[src/rtl/fetch_pkg.sv]
`default_nettype none
// ============================================================================
// Module      : fetch_pkg
// Description : Types and constants shared by fetch, fetch_queue and decode.
// Revision    : 1.0 - initial release
// ============================================================================
package fetch_pkg;

    localparam int XLEN = 32;

    // Canonical RISC-V NOP (addi x0, x0, 0), driven on an empty queue output.
    localparam logic [XLEN-1:0] NOP_INST = 32'h00000013;

    typedef struct packed {
        logic [XLEN-1:0] pc;
        logic [XLEN-1:0] inst;
    } fetch_entry_t;

endpackage
`default_nettype wire

[src/rtl/fetchq_mem.sv]
`default_nettype none
// ============================================================================
// Module      : fetchq_mem
// Description : DEPTH x fetch_entry_t register array, one synchronous write
//               port and one asynchronous read port. No reset: contents are
//               only meaningful where the queue pointers say they are.
// Revision    : 1.0 - initial release
// ============================================================================
module fetchq_mem
    import fetch_pkg::*;
#(
    parameter int DEPTH = 4,
    parameter int AW    = $clog2(DEPTH)
) (
    input  logic         clk,
    input  logic         we,
    input  logic [AW-1:0] waddr,
    input  fetch_entry_t wdata,
    input  logic [AW-1:0] raddr,
    output fetch_entry_t rdata
);

    fetch_entry_t mem [DEPTH];

    // Write the entry on an accepted push.
    always_ff @(posedge clk) begin
        if (we) begin
            mem[waddr] <= wdata;
        end
    end

    assign rdata = mem[raddr];

endmodule
`default_nettype wire

[src/rtl/fetch_queue.sv]
`default_nettype none
// ============================================================================
// Module      : fetch_queue
// Description : Instruction queue between fetch and decode. Buffers {pc, inst}
//               pairs with valid/ready on both sides; flush drops everything.
//               Optional macro FETCHQ_BYPASS_EN adds a combinational
//               input-to-output path when the queue is empty.
// Revision    : 1.0 - initial release
// ============================================================================
module fetch_queue #(
    parameter int DEPTH = 4,
    parameter int XLEN  = fetch_pkg::XLEN
) (
    input  logic                     clk,
    input  logic                     rst,
    input  logic                     flush,
    input  logic                     in_valid,
    output logic                     in_ready,
    input  logic [XLEN-1:0]          in_pc,
    input  logic [XLEN-1:0]          in_inst,
    output logic                     out_valid,
    input  logic                     out_ready,
    output logic [XLEN-1:0]          out_pc,
    output logic [XLEN-1:0]          out_inst,
    output logic [$clog2(DEPTH):0]   count
);

    import fetch_pkg::*;

    localparam int AW = $clog2(DEPTH);
    localparam int CW = AW + 1;
    localparam logic [CW-1:0] FULL_COUNT = CW'(DEPTH);

    logic [AW-1:0] wr_ptr;
    logic [AW-1:0] rd_ptr;
    logic [CW-1:0] occ;
    logic          empty;
    logic          bypass;
    logic          push;
    logic          pop;
    logic          mem_we;
    fetch_entry_t  wdata;
    fetch_entry_t  rdata;

    assign empty    = (occ == '0);
    assign in_ready = (occ != FULL_COUNT);
    assign count    = occ;

`ifdef FETCHQ_BYPASS_EN
    // An empty queue hands a fresh fetch straight to decode; flush masks it.
    assign bypass = empty && in_valid && !flush;
`else
    assign bypass = 1'b0;
`endif

    // A bypassed entry taken by decode in the same cycle is never stored.
    assign push   = in_valid && in_ready && !(bypass && out_ready);
    assign pop    = !empty && out_ready;
    assign mem_we = rst && !flush && push;

    assign wdata.pc   = in_pc;
    assign wdata.inst = in_inst;

    fetchq_mem #(
        .DEPTH (DEPTH),
        .AW    (AW)
    ) u_mem (
        .clk   (clk),
        .we    (mem_we),
        .waddr (wr_ptr),
        .wdata (wdata),
        .raddr (rd_ptr),
        .rdata (rdata)
    );

    // Head presentation: stored entry, else bypassed input, else NOP.
    always_comb begin
        out_valid = 1'b0;
        out_pc    = '0;
        out_inst  = NOP_INST;
        if (!empty) begin
            out_valid = 1'b1;
            out_pc    = rdata.pc;
            out_inst  = rdata.inst;
        end else if (bypass) begin
            out_valid = 1'b1;
            out_pc    = in_pc;
            out_inst  = in_inst;
        end
    end

    // Pointer and occupancy update; reset beats flush beats handshakes.
    always_ff @(posedge clk) begin
        if (!rst) begin
            wr_ptr <= '0;
            rd_ptr <= '0;
            occ    <= '0;
        end else if (flush) begin
            wr_ptr <= '0;
            rd_ptr <= '0;
            occ    <= '0;
        end else begin
            if (push) begin
                wr_ptr <= wr_ptr + 1'b1;
            end
            if (pop) begin
                rd_ptr <= rd_ptr + 1'b1;
            end
            case ({push, pop})
                2'b10:   occ <= occ + 1'b1;
                2'b01:   occ <= occ - 1'b1;
                default: occ <= occ;
            endcase
        end
    end

endmodule
`default_nettype wire

[config.mk]
export PLATFORM = sky130hd
export DESIGN_NAME = fetch_queue
export DESIGN_NICKNAME = d
export VERILOG_FILES = /design/src/rtl/fetch_pkg.sv /design/src/rtl/fetchq_mem.sv /design/src/rtl/fetch_queue.sv
export SDC_FILE = /design/constraint.sdc
export NUM_CORES = 1
export LEC_CHECK = 0
export BUFFER_PORTS_ARGS = -buffer_cell sky130_fd_sc_hd__clkbuf_2
export CAP_MARGIN = 20
export CORE_ASPECT_RATIO = 0.75
export CORE_MARGIN = 3
export CORE_UTILIZATION = 50
export CTS_CLUSTER_SIZE = 30
export DETAILED_ROUTE_END_ITERATION = 6
export GPL_TIMING_DRIVEN = 0
export PLACE_DENSITY = 0.71
export SLEW_MARGIN = 40
export SYNTH_ARGS = -nofsm -noshare
export SYNTH_HDL_FRONTEND = slang
export SYNTH_SLANG_ARGS = --single-unit
export TNS_END_PERCENT = 1
[constraint.sdc]
create_clock -name clk -period 3.2 [get_ports clk]
set_input_delay 0.32 -clock clk [delete_from_list [all_inputs] [get_ports clk]]
set_output_delay 0.32 -clock clk [all_outputs]
set_load 0.1 [all_outputs]
==> flow_summary.toml, run 1 <==
[final_layout]
finish.instance_area_um2 = 12170
fin_nets = 709
area_delta_synth_final_pct = 19.13
drive_gt1_share_pct = 39.30
diodes = 0
mostFrequentLayoutCell = "sky130_fd_sc_hd__edfxtp_1"
mostFrequentLayoutCells = "sky130_fd_sc_hd__edfxtp_1 (256), sky130_fd_sc_hd__clkbuf_2 (139), sky130_fd_sc_hd__and2_1 (62), sky130_fd_sc_hd__mux4_2 (60), sky130_fd_sc_hd__clkbuf_16 (27)"

[place]
postPlaceCellArea_um2 = 11320
io_buffers = 137
half_perimeter_wire_length_after_placement_um = 11830
place.gp.congestion = 0.7170

[clock_tree]
cts_tree = "built"
cts-buffers-inserted = 26
sink_count_of_the_clock_tree = 265
clk_pin_slew_worst_paths_ps = 60
worst_skew_pair.late_latency_ps = 510
cts.path.max_buffers = 3
clockRootBuffer = "sky130_fd_sc_hd__clkbuf_16"
post_cts_setup_inserts = 0
cts_max_level = 1

[sta]
timing_hold_violations_final = 0
min_period_over_period_pct = 85.43
slew_viol_final = 0
slew_headroom_pct = 61.52
actual_slew_at_the_worst_max_slew_pin_ps = 579.7
report.final.setup_viol = 0
achievable_freq_mhz = 365.8
timing.clock.skew_ps = 12.49
grt_setup_unrepaired = "no"
timing.final.crit_period_ps = 2734

[global_route]
grt_start_max_net_pins = 35
total_global_routing_overflow = 0
grt_pass1_vias = 5225
grt_antenna_before_repair = 0
first_pass_grt_wire_length_um = 28770
gr-usage-all-layers_pct = 17.05

[die]
floorplan.die_area_um2 = 22210
dieWidth_um = 171.1
chipHeight_um = 129.8
core-area_um2 = 19710
io-pin-count = 138
start_util_pct = 51.85
floorplan.rows = 44

[synth]
ys_types = 31
postSynthNetCount = 534
yosysSeqAreaShare_pct = 76.99
synth_cells = 459
ys.warnings.count = 0
synthesis.area_um2 = 10220
postSynthAreaPerCell_um2 = 22.26
number_of_flip_flops_and_latches_in_the_synthesized_netlist = 265

[routing]
route.final.wire_length_um = 19120
routed_via_density = 5.528
drt_drc_violations_left = 0
via_count = 5014
drtIter0Drc = 380
detailed_route_wire_length_per_cell_um = 21.08
drtPass1Iterations = 5
detail-route-antenna-nets = 0

[worst_setup_path]
timing.critical_path.to_type = "primary output"
worst-endpoint-required_ps = 2880
worst-setup-path-type = "reg2out"
worstPathMaxFanout = 10
worstPathArrival_ps = 2410
reg2reg_slack_ps = 720
worstSetupStartpointType = "flop"

[pwr]
powerDensity_nw_per_um2 = 605.0
p_total_mw = 7.364
ir_drop_mv = 0.4142
power_leakage_nw = 4.163

[status]
status = "finished clean"

[worst_hold_path]
hold_path.class = "in2reg"

[flow_run]
cap_viol_max_count = 0
-- synthesized netlist by cell type (all sizes together) --
cell type  count  share of area (%)
o31ai          1              0.073
and3           4               0.24
xor2           2               0.17
nor3           1              0.098
clkbuf         7               0.27
or3            2               0.12
nand4b         1              0.086
or3b           1              0.086
nor2           3               0.11
mux4          64                 14
dfxtp          9                1.8
fa             1               0.20
buf           14                1.6
nand2          3               0.11
a21oi          3               0.15
or2            3               0.18
nand2b         1              0.061
nand4          2               0.12
ha             5               0.61
inv            7               0.26
nor2b          1              0.061
edfxtp       256                 75
and2          63                3.9
o21ai          5               0.24
-- critical path, stage by stage, from the launching register on --
cell	delay, ps
sky130_fd_sc_hd__dfxtp_1	350
sky130_fd_sc_hd__nor3_2	440
sky130_fd_sc_hd__inv_2	220
sky130_fd_sc_hd__clkbuf_1	300
sky130_fd_sc_hd__and2_1	230
sky130_fd_sc_hd__clkbuf_2	370
-- registers in the layout, indices dropped and copies added, names as in the netlist, named ones only --
| signal | count |
|---|---|
| u_mem.mem | 256 |
| rd_ptr | 2 |
| count | 3 |
| wr_ptr | 2 |
-- repair_timing --
action,in CTS,in global routing
hold buffers,6,0
hold endpoints to repair,20,0
gates resized for setup,0,0
endpoints found under the setup margin,0,0
-- cell type report --
type	count	area [um^2]
Sequential cell	265	7868
Fill cell	1415	7536
Multi-Input combinational cell	166	2152
Timing Repair Buffer	147	825.8
Clock buffer	34	701.9
Tap cell	253	316.6
Buffer	21	193.9
Clock inverter	14	88.84
Inverter	7	26.28
-- worst paths after layout --
kind,start,cells after the start,endpoint
setup reg to reg,count[2]$_SDFFE_PP0P_,9,count[2]$_SDFFE_PP0P_
hold reg to reg,wr_ptr[0]$_SDFFE_PP0P_,2,wr_ptr[0]$_SDFFE_PP0P_
hold / removal,in_inst[6],1,u_mem.mem[3][6]$_DFFE_PP_
setup / recovery,count[1]$_SDFFE_PP0P_,5,out_inst[13]
-- metal layers --
layer / GRT usage, % / wire [um]
met1: 23.78 / 8165
met5: 0 / 0
met3: 4.058 / 1296
met2: 28.24 / 9388
met4: 3.406 / 269
-- per-stage QoR --
stage	setup TNS [ps]	setup slack [ps]	utilization, %	std cells	hold slack, ps
global placement	0	465.5	56.96	849	466.1
detailed placement	0	725.9	57.45	853	504.9
floorplan	-5434	-131.6	-	459	418.9
finish	0	466.2	61.76	907	24.64
CTS	0	335.4	61.76	907	0.3015
global route	0	243.6	61.76	907	2.635
-- kinds of logic after synthesis --
kind of cell | Yosys count | synth area share, %
adders and majority gates | 6 | 0.8081
xor gates and xnor gates | 2 | 0.1715
and+or+nand+nor | 85 | 5.167
muxes | 64 | 14.25
AOI/OAI and AO/OA | 9 | 0.4652
DFF | 265 | 76.99
buffers and inverters | 28 | 2.143
-- where the power goes --
part           switching [mW]  internal (mW)  total, mW
clock network            1.19           1.62       2.81
registers              0.0105           3.84       3.85
logic                   0.546          0.155      0.700
total                    1.75           5.61       7.36
(Power assumes the default switching activity.)
==> inputs of run 2 (changes only) <==
--- a/config.mk
+++ b/config.mk
@@ -5,6 +5,7 @@
 export SDC_FILE = /design/constraint.sdc
 export NUM_CORES = 1
 export LEC_CHECK = 0
+export ABC_AREA = 1
 export BUFFER_PORTS_ARGS = -buffer_cell sky130_fd_sc_hd__clkbuf_2
 export CAP_MARGIN = 20
 export CORE_ASPECT_RATIO = 0.75
@@ -13,6 +14,7 @@
 export CTS_CLUSTER_SIZE = 30
 export DETAILED_ROUTE_END_ITERATION = 6
 export GPL_TIMING_DRIVEN = 0
+export HOLD_SLACK_MARGIN = 0.12
 export PLACE_DENSITY = 0.71
 export SLEW_MARGIN = 40
 export SYNTH_ARGS = -nofsm -noshare
==> run 2 against run 1 <==
First-iteration DRC count is 32% higher. Area after synthesis is 2.2% higher. Sequential power hardly changed. Largest cell class unchanged.
==> flow_summary.toml, run 2 <==
[die]
floorplan.die_area_um2 = 22680
dieWidth_um = 172.9
floorplan.rows = 45
io-pin-count = 138
start_util_pct = 51.24
core-area_um2 = 20380
chipHeight_um = 131.2

[routing]
routed_via_density = 5.104
via_count = 7013
detail-route-antenna-nets = 0
drtIter0Drc = 500
route.final.wire_length_um = 23630
detailed_route_wire_length_per_cell_um = 17.20
drtPass1Iterations = 6
drt_drc_violations_left = 0

[synth]
ys.warnings.count = 0
postSynthAreaPerCell_um2 = 12.61
synth.top_cells.by_area = "sky130_fd_sc_hd__edfxtp_1 (74%), sky130_fd_sc_hd__nor2_1 (9.3%), sky130_fd_sc_hd__o21ai_0 (5.8%)"
synthesis.area_um2 = 10440
yosys.area.top_type = "sky130_fd_sc_hd__edfxtp_1"
postSynthNetCount = 903
synth_largest_type_area_fraction_pct = 73.61
ys_types = 19
post_synthesis_async_set_or_reset_flop_share_pct = 0
yosys-top-cells-count = "sky130_fd_sc_hd__nor2_1 (259), sky130_fd_sc_hd__edfxtp_1 (256), sky130_fd_sc_hd__o21ai_0 (122)"
number_of_flip_flops_and_latches_in_the_synthesized_netlist = 265
yosysSeqAreaShare_pct = 75.33
synth_enable_flop_cells = 256
synthMostInstantiatedCell = "sky130_fd_sc_hd__nor2_1"
synth_cells = 828
synthFlopType = "sky130_fd_sc_hd__edfxtp_1"

[final_layout]
fillerInstances = 1500
regMostFlops = "u_mem.mem"
post-route-util_pct = 66.56
diodes = 0
mostFrequentLayoutCell = "sky130_fd_sc_hd__edfxtp_1"
mostFrequentLayoutCells = "sky130_fd_sc_hd__edfxtp_1 (256), sky130_fd_sc_hd__nor2_1 (255), sky130_fd_sc_hd__clkbuf_2 (137), sky130_fd_sc_hd__o21ai_0 (122), sky130_fd_sc_hd__dlygate4sd3_1 (66)"
area_delta_synth_final_pct = 29.89
largest_reg_flops = 256
fin_nets = 1149
drive_gt1_share_pct = 26.56

[clock_tree]
clk_pin_slew_worst_paths_ps = 60
sink_count_of_the_clock_tree = 265
worst_skew_pair.late_latency_ps = 510
cts.path.max_buffers = 3
cts-buffers-inserted = 25
post_cts_resize_count = 0
clockRootBuffer = "sky130_fd_sc_hd__clkbuf_16"
cts_max_level = 1
cts_tree = "built"

[global_route]
grt_pass1_vias = 7156
gr-usage-all-layers_pct = 20.61
first_pass_grt_wire_length_um = 37140
total_global_routing_overflow = 0
grt_antenna_before_repair = 0
grt_start_max_net_pins = 20

[place]
io_buffers = 137
place.gp.congestion = 0.7466
half_perimeter_wire_length_after_placement_um = 14970

[worst_setup_path]
worst-path-buf-inv = 4
worstPathArrival_ps = 2400
worstSetupStartpointType = "flop"
timing.critical_path.to_type = "primary output"
worst-setup-path-type = "reg2out"
cp_slowest_stage_delay_ps = 470
crit_chain = "inv_2 -> buf_6 -> clkbuf_1 -> o21ai_0 -> a21oi_2 -> clkbuf_2"
worstPathMaxFanout = 10
worst-endpoint-required_ps = 2880
slowest_stage = "sky130_fd_sc_hd__clkbuf_2"
largest_delay_share_family_worst_path = "buffers and inverters"

[sta]
slew_headroom_pct = 61.09
slew_viol_final = 0
timing.clock.skew_ps = 9.393
timing.final.crit_period_ps = 2718
actual_slew_at_the_worst_max_slew_pin_ps = 583.7
report.final.setup_viol = 0
timing_hold_violations_final = 0
min_period_over_period_pct = 84.93
achievable_freq_mhz = 367.9
grt_setup_unrepaired = "no"

[pwr]
power_leakage_nw = 4.929
combPwrFrac_pct = 13.4
power.switching_fraction_pct = 26.08
intPower_mw = 5.767
power.net_switching_mw = 2.034
pwr-share-seq_pct = 49.4
p_total_mw = 7.801
ir_drop_mv = 0.4573
powerDensity_nw_per_um2 = 575.1
clock_power_share_pct = 37.1

[status]
status = "finished clean"

[worst_hold_path]
hold_path.class = "in2reg"

[flow_run]
cap_viol_max_count = 0
==> run 2: cell count changes in the layout (fill, tap and decap cells not counted), sizes merged, moves of 3 or more <==
| cell | change |
|---|---|
| nand3 | +4 |
| nor2 | +256 |
| mux4 | -64 |
| o21ai | +122 |
| and3 | -4 |
| a21oi | +67 |
| inv | +15 |
| dlygate4sd3 | +60 |
| or2 | -3 |
| clkinv | -4 |
| and2 | -63 |
| nand2 | +24 |
| buf | +35 |
==> run 2: power by group through the flow <==
stage,Sequential [mW],Clock [mW],Combinational [mW]
after floorplan,3.95,0,0.730
after global placement,3.93,0,0.952
after detailed placement,3.93,0,0.980
after CTS,3.86,2.93,1.05
after global routing,3.86,3.09,1.10
final,3.86,2.90,1.05
==> run 2: area by class of cell <==
cell class	count	area (um^2)	share of cell area, %
sequential	265	7868	58.00
multi-input combinational	495	2436	17.96
timing repair buffer	219	1699	12.53
clock buffer	33	696.9	5.137
tap	282	352.8	2.601
buffer	47	320.3	2.361
clock inverter	12	113.9	0.8393
inverter	21	78.83	0.5811
==> run 2: routing by layer <==
metal,vias up,wire length [um],track usage [%]
li1,3419,-,-
met1,3343,10520,27.71
met2,219,11460,35.45
met3,32,1280,3.293
met4,0,373,5.221
met5,-,0,0
==> run 2: worst register-to-register path: stages, from the launching register on <==
cell,delay [ps]
sky130_fd_sc_hd__dfxtp_1,370
sky130_fd_sc_hd__nor2_1,90
sky130_fd_sc_hd__a21boi_0,390
sky130_fd_sc_hd__nand2_1,360
sky130_fd_sc_hd__nor2_4,490
sky130_fd_sc_hd__buf_8,230
sky130_fd_sc_hd__buf_16,180
==> run 2: final timing paths <==
| path | from | endpoint | slack [ps] | depth (start not counted) |
|---|---|---|---|---|
| min | flush | count[2]$_SDFFE_PP0P_ | 170 | 4 |
| min reg2reg | rd_ptr[1]$_SDFFE_PP0P_ | flop | 500 | 2 |
| max | flop | out_pc[19] | 480 | 6 |
| max reg2reg | count[1]$_SDFFE_PP0P_ | u_mem.mem[3][36]$_DFFE_PP_ | 800 | 6 |
==> run 2: what timing repair did <==
| item | in CTS | in global routing |
|---|---|---|
| hold buffers | 66 | 0 |
| buffers inserted | 0 | 0 |
| endpoints found under the hold margin | 260 | 0 |
==> run 2: kinds of logic (layout without fill, tap and decap cells) <==
logic type | Yosys count | after routing | share of synthesized area, %
and+or+nand+nor | 291 | 291 | 10.54
DFF | 265 | 265 | 75.33
buffers and inverters | 68 | 332 | 3.822
adders and majority gates | 6 | 6 | 0.7907
AOI/OAI and AO/OA | 198 | 198 | 9.512
==> run 2: through the flow <==
stage          instances  TNS, ps  hold WS [ps]  instance area (um^2)  worst slack (ps)
5_1_grt             1374        0         204.6                 13570             328.7
4_1_cts             1374        0         149.4                 13570             480.0
2_1_floorplan        828  -175160         418.9                 10680            -608.5
6_report            1374        0         173.1                 13570             482.1
3_3_place_gp        1247  -305230         480.5                 11720             -1231
3_5_place_dp        1263        0         486.7                 12090             786.6
==> inputs of run 3 (changes only) <==
==> constraint.sdc (replaced) <==
create_clock -name clk -period 2.7 [get_ports clk]
set_input_delay 0.27 -clock clk [delete_from_list [all_inputs] [get_ports clk]]
set_output_delay 0.27 -clock clk [all_outputs]
set_load 0.1 [all_outputs]
==> run 3 against run 2 <==
Final area rose by 0.40%. Sequential power is 18% higher. Critical path depth is the same. Register-to-register slack got worse by 400 ps. Routed wire length rose by 1.9%. Flip-flop and latch count did not move. First-iteration DRC count is 3.6% lower. Sequential share of layout area is 0.16 points lower.
==> flow_summary.toml, run 3 (same netlist as run 2, synthesis figures left out) <==
[clock_tree]
sink_count_of_the_clock_tree = 265
worst_skew_pair.late_latency_ps = 510
cts_tree = "built"
cts_max_level = 1
clockRootBuffer = "sky130_fd_sc_hd__clkbuf_16"
clk_pin_slew_worst_paths_ps = 60
cts-buffers-inserted = 25
cts.path.max_buffers = 3

[final_layout]
fin_nets = 1151
drive_gt1_share_pct = 26.53
finish.instance_area_um2 = 13620
area_delta_synth_final_pct = 30.41
largest_reg_flops = 256
mostFrequentLayoutCells = "sky130_fd_sc_hd__edfxtp_1 (256), sky130_fd_sc_hd__nor2_1 (255), sky130_fd_sc_hd__o21ai_0 (119), sky130_fd_sc_hd__clkbuf_2 (82), sky130_fd_sc_hd__dlygate4sd3_1 (69)"
final_cells = 1376
fillerInstances = 1482
regMostFlops = "u_mem.mem"
mostFrequentLayoutCell = "sky130_fd_sc_hd__edfxtp_1"
final-seq-area_um2 = 7876
multi_input_comb_area_um2 = 2436

[place]
pre_cts_ws_ps = 269.7
place.detailed.instances = 1262
postPlaceCellArea_um2 = 12100
place.gp.congestion = 0.7500
io_buffers = 137
half_perimeter_wire_length_after_placement_um = 14970

[status]
status = "finished clean"

[sta]
worst_slack_ps = 100.5
timing.clock.skew_ps = 10.05
totalNegativeSetupSlack_ps = 0
report.final.setup_viol = 0
worst_hold_slack_ps = 153.6
actual_slew_at_the_worst_max_slew_pin_ps = 575.7
timing_hold_violations_final = 0
min_period_over_period_pct = 96.28
slew_headroom_pct = 61.53
achievable_freq_mhz = 384.7
slew_viol_final = 0
grt_setup_unrepaired = "yes"
timing.final.crit_period_ps = 2599

[routing]
detail-route-antenna-nets = 0
detailed_route_wire_length_per_cell_um = 17.50
drtPass1Iterations = 5
drt_drc_violations_left = 0
via_count = 7057
routed_via_density = 5.129
drtIter0Drc = 482
route.final.wire_length_um = 24080

[global_route]
grt_pass1_vias = 6954
gr-usage-all-layers_pct = 20.50
total_global_routing_overflow = 0
first_pass_grt_wire_length_um = 36780
grt_antenna_before_repair = 0
grt_start_max_net_pins = 21

[die]
floorplan.die_area_um2 = 22680
start_util_pct = 51.24
floorplan.rows = 45
core-area_um2 = 20380
chipHeight_um = 131.2
io-pin-count = 138
dieWidth_um = 172.9

[worst_setup_path]
worst-endpoint-required_ps = 2430
timing.critical_path.to_type = "primary output"
worst-setup-path-type = "reg2out"
worstPathArrival_ps = 2330
reg2reg_slack_ps = 400
worstPathMaxFanout = 10
worstSetupStartpointType = "flop"

[pwr]
ir_drop_mv = 0.5949
powerDensity_nw_per_um2 = 676.1
power_leakage_nw = 4.976

[flow_run]
cap_viol_max_count = 0

[worst_hold_path]
hold_path.class = "in2reg"
run 3: final timing paths:
kind / from / to / depth (start not counted)
worst max-delay path: flop / out_pc[13] / 6
worst min-delay path: rst / wr_ptr[1]$_SDFFE_PP0P_ / 5
worst min register to register: wr_ptr[1]$_SDFFE_PP0P_ / wr_ptr[1]$_SDFFE_PP0P_ / 2
worst max register to register: count[1]$_SDFFE_PP0P_ / u_mem.mem[0][61]$_DFFE_PP_ / 6
run 3: layout make-up:
cell class | instances | area share, %
Tap cell | 282 | 2.591
Clock buffer | 31 | 4.759
Antenna cell | 1 | 0.01837
Sequential cell | 265 | 57.83
Timing Repair Buffer | 221 | 12.86
Inverter | 21 | 0.5788
Multi-Input combinational cell | 495 | 17.89
Clock inverter | 13 | 0.9830
Buffer | 47 | 2.490
run 3: worst max-delay path: stages, from the launching register on:
cell and delay (ps):
sky130_fd_sc_hd__dfxtp_1 340, sky130_fd_sc_hd__inv_2 70, sky130_fd_sc_hd__buf_6 150, sky130_fd_sc_hd__clkbuf_1 410, sky130_fd_sc_hd__o21ai_0 200, sky130_fd_sc_hd__a21oi_2 190, sky130_fd_sc_hd__buf_2 460
run 3: metrics by stage:
stage / total power [mW] / utilization [%]
finish: 9.208 / 66.82
global route: 9.509 / 66.81
detailed placement: 5.822 / 59.37
floorplan: 5.545 / -
CTS: 9.261 / 66.63
global placement: 5.793 / 57.65
run 3: repair_timing:
action                                  4_1_cts  5_1_grt
resized for setup                             3       76
cloned                                        0        0
buffers inserted                              0        0
endpoints found under the hold margin       265        0
hold buffers                                 69        0
endpoints found under the setup margin        3       57
run 3: layer usage:
| layer | vias up | routed length (um) | track usage, % |
|---|---|---|---|
| li1 | 3414 | - | - |
| met1 | 3343 | 10440 | 27.97 |
| met2 | 247 | 11440 | 33.80 |
| met3 | 53 | 1575 | 4.015 |
| met4 | 0 | 625 | 6.076 |
| met5 | - | 0 | 0 |
run 3: report_power, final:
group / switching, mW / internal, mW
logic: 0.977 / 0.282
clock network: 1.40 / 1.98
registers: 0.0140 / 4.56
